[src/rtl/muldiv_iter_unit.sv]
// muldiv_iter_unit: iterative signed/unsigned shift-add multiplier and restoring divider
module muldiv_iter_unit #(
  parameter int WIDTH = 32
) (
  input  logic               cpu_clk_50M,
  input  logic               cpu_rst,
  input  logic               start_i,
  input  logic [1:0]         op_i,
  input  logic [WIDTH-1:0]   src1_i,
  input  logic [WIDTH-1:0]   src2_i,
  input  logic               cancel_i,
  output logic               busy_o,
  output logic               done_o,
  output logic [2*WIDTH-1:0] res_o,
  output logic               dbz_o
);
  localparam int CW = $clog2(WIDTH) + 1;
  typedef enum logic [2:0] {IDLE, MUL, DIV, FIX, DONE} state_t;
  state_t state, state_n;
  logic [2*WIDTH-1:0] acc, mul_next, div_next, fix_res;
  logic [WIDTH-1:0] opnd, mag1, mag2, quo, rem, rdiff;
  logic [WIDTH:0] msum, trial;
  logic [CW-1:0] cnt;
  logic is_div, sgn1, sgn2, s1, s2, accept, last, ge;
  assign accept = start_i && !cancel_i && state == IDLE;
  assign s1 = !op_i[0] && src1_i[WIDTH-1];
  assign s2 = !op_i[0] && src2_i[WIDTH-1];
  assign mag1 = s1 ? -src1_i : src1_i;
  assign mag2 = s2 ? -src2_i : src2_i;
  assign last = cnt == CW'(WIDTH - 1);
  // multiplier sits in the low half and is consumed LSB first while the product grows in the high half
  assign msum = {1'b0, acc[2*WIDTH-1:WIDTH]} + (acc[0] ? {1'b0, opnd} : '0);
  assign mul_next = {msum, acc[WIDTH-1:1]};
  // dividend shifts out of the low half into the partial remainder; quotient bits shift in
  assign trial = {acc[2*WIDTH-1:WIDTH], acc[WIDTH-1]};
  assign ge = trial >= {1'b0, opnd};
  assign rdiff = trial[WIDTH-1:0] - opnd;
  assign div_next = {ge ? rdiff : trial[WIDTH-1:0], acc[WIDTH-2:0], ge};
  assign quo = acc[WIDTH-1:0];
  assign rem = acc[2*WIDTH-1:WIDTH];
  assign fix_res = is_div ? {(sgn1 ? -rem : rem), ((sgn1 ^ sgn2) ? -quo : quo)}
                          : ((sgn1 ^ sgn2) ? -acc : acc);
  assign busy_o = state == MUL || state == DIV || state == FIX;
  assign done_o = state == DONE;
  always_comb begin
    state_n = state;
    case (state)
      IDLE:    state_n = !accept ? IDLE : !op_i[1] ? MUL : (src2_i == '0) ? DONE : DIV;
      MUL:     state_n = last ? FIX : MUL;
      DIV:     state_n = last ? FIX : DIV;
      FIX:     state_n = DONE;
      default: state_n = IDLE;
    endcase
    if (cancel_i && state != IDLE) state_n = IDLE;
  end
  always_ff @(posedge cpu_clk_50M) begin
    if (cpu_rst) begin
      state <= IDLE;
      acc <= '0;
      opnd <= '0;
      cnt <= '0;
      is_div <= 1'b0;
      sgn1 <= 1'b0;
      sgn2 <= 1'b0;
      res_o <= '0;
      dbz_o <= 1'b0;
    end else begin
      state <= state_n;
      if (accept) begin
        is_div <= op_i[1];
        sgn1 <= s1;
        sgn2 <= s2;
        cnt <= '0;
        opnd <= op_i[1] ? mag2 : mag1;
        acc <= {{WIDTH{1'b0}}, op_i[1] ? mag1 : mag2};
        if (op_i[1] && src2_i == '0) begin
          res_o <= {src1_i, {WIDTH{1'b1}}};
          dbz_o <= 1'b1;
        end
      end else if (state == MUL || state == DIV) begin
        cnt <= cnt + 1'b1;
        acc <= (state == MUL) ? mul_next : div_next;
      end
      if (state == FIX && !cancel_i) begin
        res_o <= fix_res;
        dbz_o <= 1'b0;
      end
    end
  end
endmodule

[config.mk]
export PLATFORM = sky130hd
export DESIGN_NAME = muldiv_iter_unit
export DESIGN_NICKNAME = d
export VERILOG_FILES = /design/src/rtl/muldiv_iter_unit.sv
export SDC_FILE = /design/constraint.sdc
export NUM_CORES = 1
export LEC_CHECK = 0
export BUFFER_PORTS_ARGS = -buffer_cell sky130_fd_sc_hd__buf_2
export CORE_MARGIN = 10
export CORE_UTILIZATION = 61
export DETAILED_ROUTE_END_ITERATION = 7
export PLACE_DENSITY_LB_ADDON = 0.3
export SYNTH_ARGS = -nofsm -noshare
export SYNTH_HDL_FRONTEND = slang
export SYNTH_SLANG_ARGS = --single-unit
[constraint.sdc]
create_clock -name cpu_clk_50M -period 4.2 [get_ports cpu_clk_50M]
set_clock_uncertainty 0.1 [all_clocks]
set_input_delay 0.63 -clock cpu_clk_50M [delete_from_list [all_inputs] [get_ports cpu_clk_50M]]
set_output_delay 0.63 -clock cpu_clk_50M [all_outputs]
set_load 0.02 [all_outputs]
Yosys cells after proc, flatten, opt, wreduce, memory -nomap -nowiden
Cells that the tools add are included.

Register bits after elaboration: 173. Logic and storage cells: 69.

$add $sub $neg: 8. Magnitude comparators: 1. Equal/unequal tests: 5. Muxes and demuxes: 22. Bitwise logic cells: 1. Reductions and logical operators: 22.

Operators by type and width (count): 64-bit two-way mux (6); 32-bit two-way mux (10); 32-bit negator (4); 64-bit negator (1); 32-bit by 32-bit adder with 33-bit output (1); 33-bit by 32-bit greater-or-equal comparator with 1-bit output (1); 32-bit zero test (1); 32-bit subtractor (1); 3-bit case mux with 4 select lines (1); 3-bit two-way mux (3); 1-bit logical AND (7); 6-bit by 1-bit adder with 6-bit output (second input constant) (1); 3-bit by 2-bit == test with 1-bit output (second input constant) (2); 6-bit by 5-bit == test with 1-bit output (second input constant) (1); 2-bit nonzero test (3); 2-bit OR reduction (3); 2-bit AND reduction (2); 3-bit by 1-bit == test with 1-bit output (second input constant) (1); 3-bit == test (second input constant) (1); 3-bit zero test (1); 3-bit nonzero test (1); 1-bit zero test (2); 1-bit logical OR (2); 2-bit two-way mux (1); other kinds (2) (2).

Longest topological paths before layout
Depth in word-level cells: 5. Gate-level depth with buffers: 14.

Worst setup path after synthesis
OpenSTA, ideal clock, no wires.

Path type: register to register. From: reg acc[0]. To: reg acc[59]. Setup time: 0.095 ns. Arrival time: 2.982 ns. Required time: 4.005 ns. Path slack: 1.023 ns. Stages on the path, launching flop included: 14. Path buffers: 1. Cell sequence: dfxtp_1 > clkinv_1 > clkbuf_1 > nor2_1 > ha_1 > a21oi_1 > o21ai_0 > a32o_1 > a211oi_1 > and4b_1 > o32ai_1 > xnor2_1 > nand2_1 > a221oi_1.

Cells in the longest elaborated chain, start to end: 3.

Ends and longest elaborated chain: start, declared (RTL line 20) `logic [2*WIDTH-1:0] acc, mul_next, div_next, fix_res;`; start signal, assigned (RTL line 75) `acc <= {{WIDTH{1'b0}}, op_i[1] ? mag1 : mag2};`; start signal, assigned (RTL line 82) `acc <= (state == MUL) ? mul_next : div_next;`; 32-bit two-way mux (RTL line 32) `assign msum = {1'b0, acc[2*WIDTH-1:WIDTH]} + (acc[0] ? {1'b0, opnd} : '0);`; 32-bit by 32-bit adder with 33-bit output (RTL line 32); 64-bit two-way mux (RTL line 82).

No other way between the ends. A chain may end at the register's enable or synchronous reset.

Final worst setup path
Ends and elaborated chain as after synthesis.

==> impl_metrics.json <==
{
  "syn2layout_area_growth_pct": 10.6,
  "rr_worst_depth": 13,
  "dr_total_vias": 16037,
  "synth_warnings": 0,
  "drt-pass1-iter-count": 8,
  "yosysSeqAreaShare_pct": 23.6,
  "p_total_mw": 5.85,
  "dp.final_hpwl_um": 41900,
  "netlist.area_leader.share_pct": 23.6,
  "clockBufferDepth": 2,
  "reg2reg_to": "acc[59]",
  "num_rows": 56,
  "diodes": 0,
  "place_congestion": 1.07,
  "drv_slew": 0,
  "maxCapViolCount": 0,
  "status": "complete, no violations",
  "ys_top_cells_by_area": "dfxtp_1 24%, a21oi_1 6.9%, xnor2_1 6.2%",
  "cts_root_buf": "clkbuf_16",
  "synth_top_family_by_area": "compound AO/OA/AOI/OAI gates",
  "synth_simple_gate_area_share_pct": 21.6,
  "yosys-top-cells-count": "236 x nor2_1, 202 x a21oi_1, 173 x dfxtp_1",
  "synth.avg_cell_area_um2": 7.37,
  "grt.total_usage_pct": 34.7,
  "grt_use_met1_pct": 43.2,
  "drt.antenna.violating_nets": 0,
  "grt-busiest-layer": "met2",
  "finalCritPeriodShare_pct": 91.6,
  "die_w_um": 175,
  "placed_cells": 2350,
  "drive_gt1_share_pct": 12.8,
  "path_clk_slew_ns": 0.09,
  "synth-seq-cells": 173,
  "grt_use_met3_pct": 6.79,
  "initial_core_util_pct": 62.2,
  "sw_frac_of_total_pct": 41.9,
  "syn_nets": 2128,
  "worst_setup_path_start_kind": "flop",
  "met2_usage_pct": 54.9,
  "first_global_vias": 15015,
  "fillers": 2122,
  "clock_sink_count": 173,
  "routed_wl_um": 55900,
  "ios": 137,
  "drt_iter0_markers": 2374,
  "fp.dieArea_um2": 30600,
  "drc_errors": 0,
  "comb_power_share_pct": 39.2,
  "synth_cell_types": 88,
  "grt_max_degree": 103,
  "fin_area_um2": 16200,
  "end_kind": "flop",
  "crit_required_ns": 4.46,
  "criticalPathCategory": "flop to flop",
  "muxShareOfSynthArea_pct": 3.68,
  "crit_path_end": "acc[59]",
  "die_h_um": 175,
  "worst-slew-pin-transition_ns": 1.45,
  "coreArea_um2": 23500,
  "final-hold-violation-count": 0,
  "p_leak_nw": 6.58,
  "critPathMaxFanout": 11,
  "gr-total-overflow": 0,
  "max_freq_mhz": 260,
  "cts.htree.levels": 4,
  "p_switching_mw": 2.45,
  "synthAdderAreaFrac_pct": 6.17,
  "synth_cells": 1987,
  "rsz0062_at_grt": "false",
  "yosysMostFrequentCell": "nor2_1",
  "p_clk_share_pct": 29.1,
  "nNetsFinal": 2191,
  "hold_class": "flop to flop",
  "vias_per_cell": 6.73,
  "cts_resized": 0,
  "setup_viol": 0,
  "instances_no_fill": 2382,
  "insertion_delay_ns": 0.45,
  "cp-startpoint": "acc[0]",
  "synthXorXnorAreaFrac_pct": 10.8,
  "holdBufCountCts": 0,
  "maxSlewHeadroom_pct": 3.08,
  "wl_per_cell_um": 23.4,
  "r2r-start": "acc[0]",
  "cts_buffers": 17,
  "p_int_mw": 3.40,
  "ys.flop_type": "dfxtp_1",
  "powerDensity_nw_per_um2": 361,
  "cts_tree": "done",
  "grt_pass1_wl_um": 85100,
  "tns_ns": 0,
  "r2r_slack_ns": 0.35,
  "antenna_found_initial": 1,
  "netlist_area_um2": 14600,
  "synth_compound_area_share_pct": 28.1,
  "placed_area_um2": 15600,
  "numPortBuffers": 136,
  "final.min_clock_period_ns": 3.85,
  "cp_data_arrival_time_ns": 4.11,
  "power_frac_seq_pct": 31.7,
  "async_reset_ff_share_pct": 0,
  "ir_worst_vdd_mv": 0.311,
  "yosysTopAreaCell": "dfxtp_1",
  "cts_setup_buffers": 0,
  "synth_edf_count": 0
}
[worst max-delay path, cell delays in order, from the launching register on]
cell	delay [ns]
dfxtp_1	0.36
clkinv_1	0.24
buf_4	0.28
nor2_1	0.15
ha_1	0.29
a21oi_1	0.23
o21ai_0	0.16
a32o_1	0.29
a211oi_1	0.42
and4b_1	0.28
o32ai_1	0.44
xnor2_1	0.17
nand2_1	0.07
a221oi_1	0.28
[worst min-delay path by stage]
stage                  start        to  slack [ns]  depth (start not counted)
floorplan           opnd[26]  opnd[26]        0.33                          2
global placement    opnd[24]  opnd[24]        0.34                          2
detailed placement  opnd[24]  opnd[24]        0.35                          2
CTS                  opnd[3]   opnd[3]        0.36                          2
global route         opnd[3]   opnd[3]        0.37                          2
finish               opnd[9]   opnd[9]        0.36                          2
[stage by stage]
| stage | utilization (%) | hold WS (ns) | worst slack [ns] |
|---|---|---|---|
| finish | 68.8 | 0.361 | 0.355 |
| global route | 68.8 | 0.373 | 0.135 |
| CTS | 68.8 | 0.363 | 0.401 |
| detailed placement | 66.2 | 0.349 | 0.472 |
| global placement | 66.2 | 0.340 | 0.607 |
| floorplan | - | 0.332 | 1.02 |
[cells in the final DEF, fill, tap and decap left out, drive strengths merged, types with 7 or more instances in the layout]
master / synthesis / routed
o41ai: 10 / 10
inv: 69 / 80
and2: 13 / 13
xor2: 76 / 76
clkbuf: 117 / 17
nor2: 236 / 236
nand2: 157 / 157
o31ai: 22 / 22
and3: 18 / 18
or4: 15 / 15
nand3: 29 / 29
nor3: 78 / 78
o211ai: 34 / 34
mux2: 7 / 7
o221ai: 11 / 11
o21a: 7 / 7
a21o: 29 / 29
a211o: 8 / 8
a31oi: 23 / 23
a211oi: 87 / 87
dfxtp: 173 / 173
mux2i: 46 / 46
nor4: 22 / 22
nand4: 17 / 17
nand2b: 18 / 18
a21oi: 202 / 202
a41oi: 7 / 7
o22ai: 31 / 31
nor2b: 9 / 9
o21ai: 103 / 103
o21bai: 9 / 9
ha: 69 / 69
xnor2: 104 / 104
or3: 19 / 19
buf: 27 / 188
[routing by layer]
layer / up-vias / part of all wire, %
met3: 234 / 10
met2: 1015 / 44
li1: 7335 / -
met1: 7451 / 39
met4: 2 / 6.2
met5: - / 0.021
[kinds of logic after synthesis]
logic type | after synthesis
AOI/OAI and AO/OA | 638
DFF | 173
buffers and inverters | 215
and+or+nand+nor | 657
muxes | 53
adders and majority gates | 71
xor gates and xnor gates | 180
[state kept, by name, summed over array words and instances (netlist names)]
signal and cells:
state 3, acc 64, sgn2 1, is_div 1, dbz_o 1, cnt 6, sgn1 1, opnd 32
res_o 64
[final cells by class]
type	count	area, um2	share of cell area [%]
Timing Repair Buffer	188	1110	6.86
Inverter	71	267	1.65
Sequential cell	173	3460	21.4
Tap cell	319	399	2.46
Clock buffer	17	425	2.63
Multi-Input combinational cell	1599	10300	63.8
Clock inverter	15	196	1.21
[power by group through the flow]
stage	clock network [mW]	registers, mW	logic, mW
floorplan	0	1.83	1.55
global placement	0	1.88	2.17
detailed placement	0	1.88	2.19
CTS	1.70	1.84	2.21
global route	1.76	1.86	2.44
finish	1.70	1.85	2.29
Power figures use the tool's default switching activity.
